`src/rtl/mux_arbiter_8.sv`:
```
`default_nettype none
// ============================================================================
// Module   : mux_arbiter_8
// Purpose  : Eight-channel valid/ready arbiter and multiplexer. At most one
//            requesting channel is granted per cycle, and its word is loaded
//            into a single output register (outValid/outData/outSel).
//            Back-to-back transfers run at one word per cycle.
// Policy   : Fixed priority (lowest index wins) by default. Define
//            MUX_ARBITER_8_ROUND_ROBIN_EN for round-robin arbitration with a
//            3-bit priority pointer that moves past the last granted channel.
// Ports    : clock    - rising-edge clock
//            reset    - synchronous active-high reset
//            enable   - allows new grants (a held output word is unaffected)
//            inValid  - per-channel request
//            inData   - channel i word at [i*nrOfBits +: nrOfBits]
//            inReady  - per-channel accept (combinational, one-hot or zero)
//            outValid - output register holds a word
//            outData  - selected word
//            outSel   - index of the channel that supplied outData
//            outReady - downstream accept
// Revision : 1.0 - initial release
// ============================================================================
module mux_arbiter_8 #(
  parameter int nrOfBits = 8
) (
  input  logic                  clock,
  input  logic                  reset,
  input  logic                  enable,
  input  logic [7:0]            inValid,
  input  logic [8*nrOfBits-1:0] inData,
  output logic [7:0]            inReady,
  output logic                  outValid,
  output logic [nrOfBits-1:0]   outData,
  output logic [2:0]            outSel,
  input  logic                  outReady
);

  localparam int c_nrOfChannels = 8;

  typedef enum logic [0:0] {
    EMPTY = 1'b0,
    FULL  = 1'b1
  } state_t;

  state_t              r_state;
  state_t              w_nextState;
  logic [nrOfBits-1:0] r_outData;
  logic [2:0]          r_outSel;

  logic [2:0]          w_searchBase;
  logic                w_found;
  logic [2:0]          w_grantIdx;
  logic                w_loadAllowed;
  logic                w_grant;

`ifdef MUX_ARBITER_8_ROUND_ROBIN_EN
  logic [2:0] r_ptr;

  // The pointer marks the channel with highest priority on the next search.
  always_ff @(posedge clock) begin
    if (reset) begin
      r_ptr <= 3'd0;
    end else if (w_grant) begin
      r_ptr <= w_grantIdx + 3'd1;  // 7 wraps to 0 through the 3-bit add
    end
  end

  assign w_searchBase = r_ptr;
`else
  assign w_searchBase = 3'd0;
`endif

  // Walk the channels starting at the search base; the first requester wins.
  always_comb begin
    logic [2:0] idx;
    w_found    = 1'b0;
    w_grantIdx = 3'd0;
    idx        = 3'd0;
    for (int k = 0; k < c_nrOfChannels; k++) begin
      idx = w_searchBase + 3'(k);
      if (!w_found && inValid[idx]) begin
        w_found    = 1'b1;
        w_grantIdx = idx;
      end
    end
  end

  // A new word may enter when the register is empty or is being drained
  // in this same cycle.
  assign w_loadAllowed = (r_state == EMPTY) || outReady;
  assign w_grant       = !reset && enable && w_loadAllowed && w_found;
  assign inReady       = w_grant ? (8'd1 << w_grantIdx) : 8'd0;

  always_comb begin
    w_nextState = r_state;
    if (w_grant) begin
      w_nextState = FULL;
    end else if ((r_state == FULL) && outReady) begin
      w_nextState = EMPTY;
    end
  end

  always_ff @(posedge clock) begin
    if (reset) begin
      r_state   <= EMPTY;
      r_outData <= '0;
      r_outSel  <= 3'd0;
    end else begin
      r_state <= w_nextState;
      if (w_grant) begin
        r_outData <= inData[int'(w_grantIdx)*nrOfBits +: nrOfBits];
        r_outSel  <= w_grantIdx;
      end
    end
  end

  assign outValid = (r_state == FULL);
  assign outData  = r_outData;
  assign outSel   = r_outSel;

endmodule
`default_nettype wire

```
`config.mk`:
```
export PLATFORM = sky130hd
export DESIGN_NAME = mux_arbiter_8
export DESIGN_NICKNAME = d
export VERILOG_FILES = /design/src/rtl/mux_arbiter_8.sv
export SDC_FILE = /design/constraint.sdc
export NUM_CORES = 1
export LEC_CHECK = 0
export CORE_MARGIN = 10
export CORE_UTILIZATION = 25
export DETAILED_ROUTE_END_ITERATION = 16
export PLACE_DENSITY = 0.68
export SYNTH_ARGS = -nofsm -noshare
export SYNTH_HDL_FRONTEND = slang
export SYNTH_SLANG_ARGS = --single-unit
export TNS_END_PERCENT = 5
```
`constraint.sdc`:
```
create_clock -name clock -period 2.1 [get_ports clock]
set_input_delay 0.315 -clock clock [delete_from_list [all_inputs] [get_ports clock]]
set_output_delay 0.315 -clock clock [all_outputs]
set_load 0.02 [all_outputs]
```
# Word level (Yosys, flattened, before mapping)
# Index checks and enable logic that the tools add are counted.
# totals
reg_bits	12
inputBits	76
wordCells	45
# op_classes
n_shift	2
n_mux	18
n_bitwise	1
n_reduce_logical	21
# ops
cell	count
64-bit by 7-bit variable part select with 8-bit output	1
3-bit 2-to-1 mux	4
1-bit logical AND	11
1-bit 2-to-1 mux	11
1-bit zero test	8
8-bit 2-to-1 mux	1
1-bit by 3-bit left shift with 8-bit output, first input constant	1
2-bit 2-to-1 mux	2
2-bit nonzero test	1
1-bit logical OR	1
1-bit NOT	1

# Longest topological paths before layout
# Gate-level depths: netlist (run 1).
# depth
ltp_word	24
mapped_depth	7
ltp_nobuf	5

# Worst setup path before layout (run 1)
# OpenSTA, ideal clock, no wires.
# synth_path
path_kind	input -> output
from	in inValid[0]
to	out inReady[4]
arrival_time_ps	1820
required_ps	1785
path_slack_ps	-35
cell_stages	4
n_path_buf	2
path_cell_list	buf_2 or4_4 buf_6 nor4_1
# synth_via
elab_chain_len	24
word_cells_on_any_way	32
classes_between	shift: 1; mux: 16; reduce/logical: 15
# synth_lines
element	line	source
start: declaration	29	input logic [7:0] inValid,
1-bit 2-to-1 mux *	81	if (!w_found && inValid[idx]) begin
1-bit zero test	81	
1-bit logical AND	81	
1-bit 2-to-1 mux	81	
1-bit zero test	81	
1-bit logical AND	81	
1-bit 2-to-1 mux	81	
1-bit zero test	81	
(+8 left out)	-	
1-bit zero test	81	
1-bit logical AND	81	
1-bit 2-to-1 mux	81	
1-bit zero test	81	
1-bit logical AND	81	
3-bit 2-to-1 mux / 1-bit 2-to-1 mux (equally long branches)	81	
1-bit by 3-bit left shift with 8-bit output / 1-bit logical AND (equally long branches)	92, 91	
8-bit 2-to-1 mux *	92	assign inReady = w_grant ? (8'd1 << w_grantIdx) : 8'd0;
end: declaration	31	output logic [7:0] inReady,
# Mark *: on every way between the ends. The rest lies on a longest branch, timed or not.

# Worst setup path after layout (run 1)
# layout_path
from	in inValid[0]
to	reg r_outData[3], in the netlist outData[3]
# layout_via
elab_chain_len	23
word_cells_on_any_way	31
classes_between	shift: 1; mux: 15; reduce/logical: 15
# layout_lines
element	line	source
1-bit 2-to-1 mux *	81	
1-bit zero test	81	
1-bit logical AND	81	
1-bit 2-to-1 mux	81	
1-bit zero test	81	
1-bit logical AND	81	
1-bit 2-to-1 mux	81	
1-bit zero test	81	
(+7 left out)	-	
1-bit 2-to-1 mux	81	
1-bit zero test	81	
1-bit logical AND	81	
1-bit 2-to-1 mux	81	
1-bit zero test	81	
1-bit logical AND	81	
3-bit 2-to-1 mux / 1-bit 2-to-1 mux (equally long branches)	81	
64-bit by 7-bit variable part select with 8-bit output / 1-bit logical AND (equally long branches)	111, 91	
end signal: assignment	111	r_outData <= inData[int'(w_grantIdx)*nrOfBits +: nrOfBits];
end: declaration	47	logic [nrOfBits-1:0] r_outData;
# Marked as above.
# A chain may end at the register's enable or synchronous reset.

==> impl_metrics.tcl, run 1 <==
set metrics [dict create \
    cts_made_buffers 3 \
    cp-start-kind "input pin" \
    worstSetupPathType "in -> reg" \
    powerDensity_nw_per_um2 378 \
    ir_drop_mv 0.289 \
    vias 1743 \
    holdBufCountCts 0 \
    p_leak_nw 1.11 \
    power_frac_seq 0.262 \
    diodes 0 \
    hp-class "reg -> reg" \
    ios 96 \
    ys_seq_elements 12 \
    whs_endpoint "outSel[0]$_SDFFE_PP0P_" \
    htreeDepth 1 \
    finClkSkew_ns 0.00629 \
    syn-instance-count 153 \
    post-route-period-util 0.990 \
    synth-seq-area-share 0.195 \
    worst_pin_slew_ns 0.413 \
    crit_fanout 7 \
    cp_data_arrival_time_ns 2.27 \
    detail_route.first_pass.iterations 4 \
    setup_viol 0 \
    area_delta_synth_final_pct 113 \
    grt_first_pass_wirelength_um 9620 \
    cts_tree "yes" \
    grt_pass1_vias 1822 \
    route.detailed.drc 0 \
    p_clk_frac 0.274 \
    hold_slack_ns 0.464 \
    ant_nets 0 \
    power_uw 989 \
    slew_viol_final 0 \
    tns_ns 0 \
    layout_commonest_cell "clkdlybuf4s50_1" \
    switchingPower_uw 304 \
    finalWeightedCongestion 0.851 \
    r2r_end "outData[7]$_SDFFE_PP0P_" \
    initial_core_util 0.259 \
    required_ns 2.29 \
    drt-total-wl_um 6260 \
    synth.avg_cell_area_um2 8.04 \
    clkLatencyLatePin_ns 0.25 \
    antenna_found_initial 0 \
    synth_area_um2 1230 \
    ys_warn_count 0 \
    nets 358 \
    grt_util_all_layers 0.142 \
    hold_viol 0 \
    numPortBuffers 95 \
    path_clk_slew_ns 0.06 \
    core_um2 4750 \
    vias_per_cell 5.01 \
    wire_per_inst_um 18.0 \
    timing.fmax_mhz 481 \
    grt_start_max_net_pins 16 \
    drive_above_1_share 0.260 \
    worstReg2RegStart "outValid$_SDFFE_PP0P_" \
    pwr-share-comb 0.464 \
    switching_share 0.307 \
    rr_worst_depth 7 \
    post-route-min-period_ns 2.08 \
    status "complete, no violations" \
    internal_power_uw 685 \
    drv_cap 0 \
    ys_types 43 \
    drt_iter0_drc 91 \
    rows 25 \
    clk_path_buf_depth 2 \
    synth-main-ff-cell "dfxtp_1" \
    final_cell_mix "clkdlybuf4s50_1, buf_4, a221o_1, dfxtp_1, a21oi_1" \
    rrSetupSlack_ns 0.47 \
    min-delay-start "outSel[0]$_SDFFE_PP0P_" \
    numClockSinks 12 \
    die-area_um2 8130 \
    root_buffer "clkbuf_8" \
    end_kind "flip-flop" \
    grt_overflow 0 \
    syn_nets 229 \
    die_h_um 90.1 \
    synth_edf_count 0 \
    dp_hpwl_um 5020 \
    min_path_cells 2 \
    rsz0062_at_grt "yes" \
    die_w_um 90.1 \
    async_reset_ff_frac 0 \
    relSlewSlack 0.718 \
]
-- kinds of logic after synthesis --
group	after synthesis	share of synthesized area
and+or+nand+nor	52	0.243
muxes	1	0.00814
buffers and inverters	19	0.0712
DFF	12	0.195
AOI/OAI and AO/OA	69	0.482
-- critical path, stage by stage --
cell and delay, ns:
dlygate4sd2_1 0.28, or4_4 0.59, buf_6 0.15, nor4b_4 0.28, buf_6 0.17, o21ai_2 0.07, a221oi_2 0.26, a221o_1 0.15
-- routing by layer --
metal  global-route usage  routed length (um)  vias up
li1                     -                   -      862
met1                0.183                2750      820
met2                0.228                2980       59
met3               0.0557                 523        2
met4              0.00796                   6        0
met5                    0                   0        -
-- registers in the layout (all words and copies together) (netlist names) --
signal,cells
outData,8
outSel,3
outValid,1
-- power by group through the flow --
stage | Combinational [mW] | Sequential [mW] | Clock (mW)
after CTS | 0.448 | 0.259 | 0.274
final | 0.459 | 0.259 | 0.271
after global routing | 0.492 | 0.262 | 0.289
after detailed placement | 0.444 | 0.264 | 0
after floorplan | 0.147 | 0.287 | 0
after global placement | 0.441 | 0.264 | 0
-- cell usage after synthesis (all sizes together), types with 2 or more instances --
cell | instances | share of area
nor4b | 2 | 0.026
o21ai | 9 | 0.040
a211oi | 4 | 0.035
nand3 | 9 | 0.037
nand2b | 6 | 0.031
nand2 | 9 | 0.027
buf | 3 | 0.022
dfxtp | 12 | 0.20
a22oi | 7 | 0.043
a221oi | 7 | 0.085
nor4 | 4 | 0.025
nor2 | 10 | 0.031
o21a | 8 | 0.049
a21oi | 10 | 0.041
clkbuf | 7 | 0.021
nor2b | 3 | 0.015
inv | 9 | 0.027
o31ai | 2 | 0.016
and2 | 3 | 0.015
or4 | 2 | 0.015
a221o | 14 | 0.11
-- what timing repair did --
action                     CTS  global route
gates cloned                 0             0
setup endpoints to repair   17            18
gates resized for setup     37            22
setup buffers                0             2
pin swaps                    2             3
-- metrics by stage --
step / worst slack (ns) / area [um^2] / util / cells
final: 0.0202 / 2620 / 0.550 / 348
after global routing: -0.0189 / 2620 / 0.550 / 348
after CTS: -0.121 / 2560 / 0.538 / 346
after detailed placement: -0.612 / 2500 / 0.526 / 342
after global placement: -0.583 / 2500 / 0.526 / 342
after floorplan: -0.0353 / 1230 / - / 153
-- final cells by class --
type                    count  area, um^2
multi-input cells         122         942
flip-flops and latches     12         240
repair buffers            134        1260
clock buffers               4        55.1
fillers                   465        2140
inverters                   9        33.8
well taps                  67        83.8
-- worst max path at each step --
stage	start	endpoint	slack, ns	depth (start not counted)
3_5_place_dp	inValid[2]	inReady[4]	-0.61	4
4_1_cts	inValid[4]	inReady[6]	-0.12	6
2_1_floorplan	inValid[0]	inReady[4]	-0.04	4
3_3_place_gp	inValid[2]	inReady[4]	-0.58	4
6_report	inValid[0]	outData[3]$_SDFFE_PP0P_	0.02	8
5_1_grt	reset	inReady[0]	-0.02	6
Power figures use the tool's default switching activity.
==> inputs of run 2 (changes only) <==
- DONT_BUFFER_PORTS: unset -> 1
- PLACE_DENSITY: 0.68 -> 0.43
==> run 2 against run 1 <==
Sequential share of layout area rose by 7.5 points; die area did not move; combinational power fell by 59%; count of clock-buffer cells in the layout did not move; cell count fell by 34%; flip-flop and latch count did not move; clock power fell by 5%; sequential power rose by 10%; register-to-register slack got worse by 0.09 ns; critical path depth fell by 3; critical path type is now in -> out; critical endpoint is now inReady[3]; largest cell class is now multi-input combinational cells.
==> impl_metrics.tcl, run 2 (same netlist as run 1, synthesis figures left out) <==
set metrics [dict create \
    status "complete, no violations" \
    drive_above_1_share 0.216 \
    fin_cells 229 \
    die-area_um2 8130 \
    area_delta_synth_final_pct 16.8 \
    internal_power_uw 495 \
    dp_slack_ns 0.170 \
    nets 239 \
    grt_pass1_vias 1473 \
    core_um2 4750 \
    final_cell_mix "buf_4, a221o_1, dfxtp_1, nor2_1, a21oi_1" \
    grt_start_max_net_pins 18 \
    worstSetupPathType "in -> out" \
    antenna_found_initial 0 \
    initial_core_util 0.259 \
    hp-class "in -> reg" \
    powerDensity_nw_per_um2 509 \
    finalWeightedCongestion 0.865 \
    cp-start-kind "input pin" \
    relSlewSlack 0.586 \
    worst_pin_slew_ns 0.619 \
    setup_viol 0 \
    numClockSinks 12 \
    path_clk_slew_ns 0.06 \
    switchingPower_uw 237 \
    multi_input_area_um2 911 \
    dp_hpwl_um 4740 \
    root_buffer "clkbuf_8" \
    post_cts_buffers 0 \
    path_delay_family "simple AND/OR/NAND/NOR gates" \
    detail_route.first_pass.iterations 4 \
    nFillCells 522 \
    power_frac_seq 0.391 \
    p_clk_frac 0.352 \
    rows 25 \
    ant_nets 0 \
    slew_viol_final 0 \
    final_core_util 0.302 \
    drt_iter0_drc 102 \
    post-route-period-util 0.926 \
    numPortBuffers 0 \
    largest_reg_flops 8 \
    clkLatencyLatePin_ns 0.24 \
    wire_per_inst_um 24.3 \
    pwr-share-comb 0.257 \
    ir_drop_mv 0.230 \
    dp.cells 225 \
    finClkSkew_ns 0.00248 \
    rsz0062_at_grt "no" \
    switching_share 0.324 \
    vias_per_cell 6.00 \
    clk_path_buf_depth 2 \
    htreeDepth 1 \
    p_leak_nw 0.544 \
    required_ns 1.78 \
    slowest_delay_ns 0.44 \
    route.detailed.drc 0 \
    drt-total-wl_um 5550 \
    die_h_um 90.1 \
    drv_cap 0 \
    ios 96 \
    crit_path_cell_trace "nor4b_1 -> and2_1 -> o211ai_2 -> nor3_1 -> buf_4" \
    cts_tree "yes" \
    layout.area.seq_um2 240 \
    grt_overflow 0 \
    layout_setup_ws_ns 0.154 \
    grt_util_all_layers 0.129 \
    cp_data_arrival_time_ns 1.63 \
    hold_viol 0 \
    post-route-min-period_ns 1.95 \
    layout_commonest_cell "buf_4" \
    cts_made_buffers 3 \
    die_w_um 90.1 \
    crit_slowest_cell "nor4b_1" \
    end_kind "primary output" \
    critPathBufInv 1 \
    crit_fanout 9 \
    diodes 0 \
    grt_first_pass_wirelength_um 8550 \
    timing.fmax_mhz 514 \
    vias 1373 \
    hold_slack_ns 0.134 \
]
run 2: per-stage QoR:
| step | area [um^2] | total power [mW] | TNS (ns) |
|---|---|---|---|
| after detailed placement | 1370 | 0.477 | 0 |
| after global routing | 1440 | 0.773 | 0 |
| after CTS | 1430 | 0.735 | 0 |
| after global placement | 1370 | 0.471 | 0 |
| after floorplan | 1230 | 0.434 | -0.0706 |
| final | 1440 | 0.731 | 0 |
run 2: area by class of cell:
cell class,instances,share of cell area
clock buffer,4,0.0383
sequential,12,0.167
timing repair buffer,15,0.0784
tap,67,0.0584
inverter,9,0.0235
multi-input combinational,122,0.634
run 2: worst paths after layout:
check / slack (ns) / to / cells after the start / startpoint
worst min register to register: 0.56 / outSel[0]$_SDFFE_PP0P_ / 2 / outSel[0]$_SDFFE_PP0P_
worst max-delay path: 0.15 / inReady[3] / 5 / inValid[4]
worst min-delay path: 0.13 / outSel[0]$_SDFFE_PP0P_ / 1 / reset
worst max register to register: 0.38 / outData[7]$_SDFFE_PP0P_ / 6 / outValid$_SDFFE_PP0P_
run 2: power by group through the flow:
stage | sequential, mW | clock (mW) | combinational, mW
floorplan | 0.287 | 0 | 0.147
global placement | 0.291 | 0 | 0.179
detailed placement | 0.292 | 0 | 0.185
global route | 0.289 | 0.278 | 0.206
finish | 0.286 | 0.258 | 0.188
CTS | 0.287 | 0.261 | 0.186
run 2: per-layer routing:
metal | up-vias | global-route usage | share of wire
met5 | - | 0 | 0
met4 | 0 | 0.0265 | 0.016
met3 | 10 | 0.0632 | 0.11
met2 | 76 | 0.221 | 0.50
met1 | 661 | 0.142 | 0.38
li1 | 626 | - | -
run 2: what timing repair did:
item | 4_1_cts | 5_1_grt
hold endpoints to repair | 0 | 0
endpoints found under the setup margin | 0 | 2
gates resized for setup | 0 | 2
hold buffers | 0 | 0
==> inputs of run 3 (changes only) <==
- clock period: 2.1 -> 1.8 ns (I/O delays scaled with it)
==> run 3 against run 2 <==
Combinational power up 31%; sequential share of layout area is 1.7 points lower; clock power up 13%; register-to-register slack lost 0.10 ns; cell count up 6.6%; non-clock buffer count up 15; sequential power increased by 17%; flip-flop and latch count stayed put; worst setup slack got worse by 0.089 ns; critical endpoint is now inReady[4].
==> impl_metrics.tcl, run 3 (same netlist as run 1, synthesis figures left out) <==
set metrics [dict create \
    die-area_um2 8130 \
    diodes 0 \
    design_area_um2 1600 \
    powerDensity_nw_per_um2 544 \
    power_frac_seq 0.383 \
    antenna_found_initial 0 \
    worstReg2RegStart "outValid$_SDFFE_PP0P_" \
    p_leak_nw 0.627 \
    drive_above_1_share 0.316 \
    die_w_um 90.1 \
    nFillCells 534 \
    switchingPower_uw 273 \
    grt_pass1_vias 1480 \
    slowest_delay_ns 0.55 \
    dp_slack_ns -0.0137 \
    die_h_um 90.1 \
    layout_commonest_cell "buf_4" \
    path_clk_slew_ns 0.05 \
    clkLatencyLatePin_ns 0.24 \
    setup_viol 0 \
    cts_made_buffers 3 \
    numClockSinks 12 \
    holdBufCountCts 0 \
    crit_fanout 17 \
    pwr-share-comb 0.282 \
    root_buffer "clkbuf_8" \
    worst_pin_slew_ns 0.555 \
    end_kind "primary output" \
    min_path_cells 1 \
    required_ns 1.53 \
    grt_start_max_net_pins 18 \
    internal_power_uw 600 \
    wire_per_inst_um 22.8 \
    numPortBuffers 0 \
    relSlewSlack 0.629 \
    layout.area.seq_um2 240 \
    multi_input_area_um2 952 \
    grt_first_pass_wirelength_um 8350 \
    hold_viol 0 \
    slew_viol_final 0 \
    path_depth 4 \
    top_usage_layer "met2" \
    worstSetupPathType "in -> out" \
    post-route-min-period_ns 1.73 \
    timing.fmax_mhz 576 \
    ios 96 \
    core_um2 4750 \
    largest_reg_flops 8 \
    drt_iter0_drc 112 \
    drt-total-wl_um 5550 \
    rows 25 \
    grt_use_met1 0.138 \
    rsz0062_at_grt "no" \
    vias_per_cell 5.78 \
    cp_data_arrival_time_ns 1.46 \
    status "complete, no violations" \
    grt_overflow 0 \
    r2r_end "outData[7]$_SDFFE_PP0P_" \
    rr_worst_depth 7 \
    cts_tree "yes" \
    clk_path_buf_depth 2 \
    initial_core_util 0.259 \
    drv_cap 0 \
    final_core_util 0.337 \
    dp_hpwl_um 4810 \
    nets 254 \
    rrSetupSlack_ns 0.28 \
    critPathBufInv 2 \
    grt_util_all_layers 0.127 \
    cp-start-kind "input pin" \
    htreeDepth 1 \
    p_clk_frac 0.335 \
    hp-class "in -> reg" \
    met3_usage 0.0565 \
    post-route-period-util 0.964 \
    dpl_cell_area_um2 1490 \
    use_met2 0.226 \
    setup.worst_path.end "inReady[4]" \
    path_delay_family "simple AND/OR/NAND/NOR gates" \
    route.detailed.drc 0 \
    detail_route.first_pass.iterations 4 \
    switching_share 0.313 \
    crit_start "inValid[2]" \
    final_cell_mix "buf_4, a221o_1, dfxtp_1, a21oi_1" \
    layout_setup_ws_ns 0.0652 \
    crit_path_cell_trace "or4_4 -> buf_4 -> nor4_2 -> buf_4" \
    area_delta_synth_final_pct 30.3 \
    vias 1410 \
    crit_top_cell "buf_4" \
    crit_slowest_cell "or4_4" \
    finalWeightedCongestion 0.811 \
    ant_nets 0 \
    finClkSkew_ns 0.00333 \
    ir_drop_mv 0.245 \
]
-- run 3: cell type report --
class,count,share of cell area
Tap cell,67,0.0523
Sequential cell,12,0.150
Multi-Input combinational cell,122,0.594
Clock buffer,4,0.0343
Timing Repair Buffer,30,0.148
Inverter,9,0.0211
-- run 3: per-stage QoR --
step | setup TNS, ns | hold slack (ns) | std cells | power [mW]
detailed placement | -0.0277 | 0.344 | 236 | 0.576
global placement | -0.0619 | 0.345 | 236 | 0.572
finish | 0 | 0.0911 | 244 | 0.873
floorplan | -0.795 | 0.339 | 153 | 0.509
CTS | 0 | 0.0887 | 241 | 0.872
global route | 0 | 0.0811 | 244 | 0.927
-- run 3: repair_timing --
action / CTS / global route
endpoints found under the setup margin: 1 / 4
setup buffers: 1 / 3
pin swaps: 1 / 3
endpoints found under the hold margin: 0 / 0
gates resized for setup: 2 / 5
-- run 3: worst min path at each step --
stage	start	end	slack, ns
after floorplan	reset	outSel[0]$_SDFFE_PP0P_	0.34
after global placement	reset	outSel[0]$_SDFFE_PP0P_	0.35
after detailed placement	reset	outSel[0]$_SDFFE_PP0P_	0.34
after CTS	reset	outSel[0]$_SDFFE_PP0P_	0.09
after global routing	reset	outSel[0]$_SDFFE_PP0P_	0.08
final	reset	outSel[0]$_SDFFE_PP0P_	0.09
-- run 3: worst register-to-register path: stages, from the launching register on --
cell and delay, ns:
dfxtp_1 0.32, nor2b_4 0.15, nor2_4 0.14, buf_4 0.13, o21ai_2 0.05, nor2b_1 0.12, buf_4 0.16, a221o_1 0.34
-- run 3: power by group through the flow --
stage	Combinational [mW]	Sequential, mW	Clock, mW
after global placement	0.232	0.340	0
after CTS	0.239	0.335	0.298
after floorplan	0.174	0.335	0
after detailed placement	0.236	0.340	0
final	0.246	0.334	0.292
after global routing	0.269	0.338	0.320
-- run 3: layer usage --
layer	up-vias	routed length, um	share of wire
met2	61	2810	0.51
met4	0	25	0.0045
li1	652	-	-
met5	-	0	0
met1	693	2250	0.40
met3	4	473	0.085
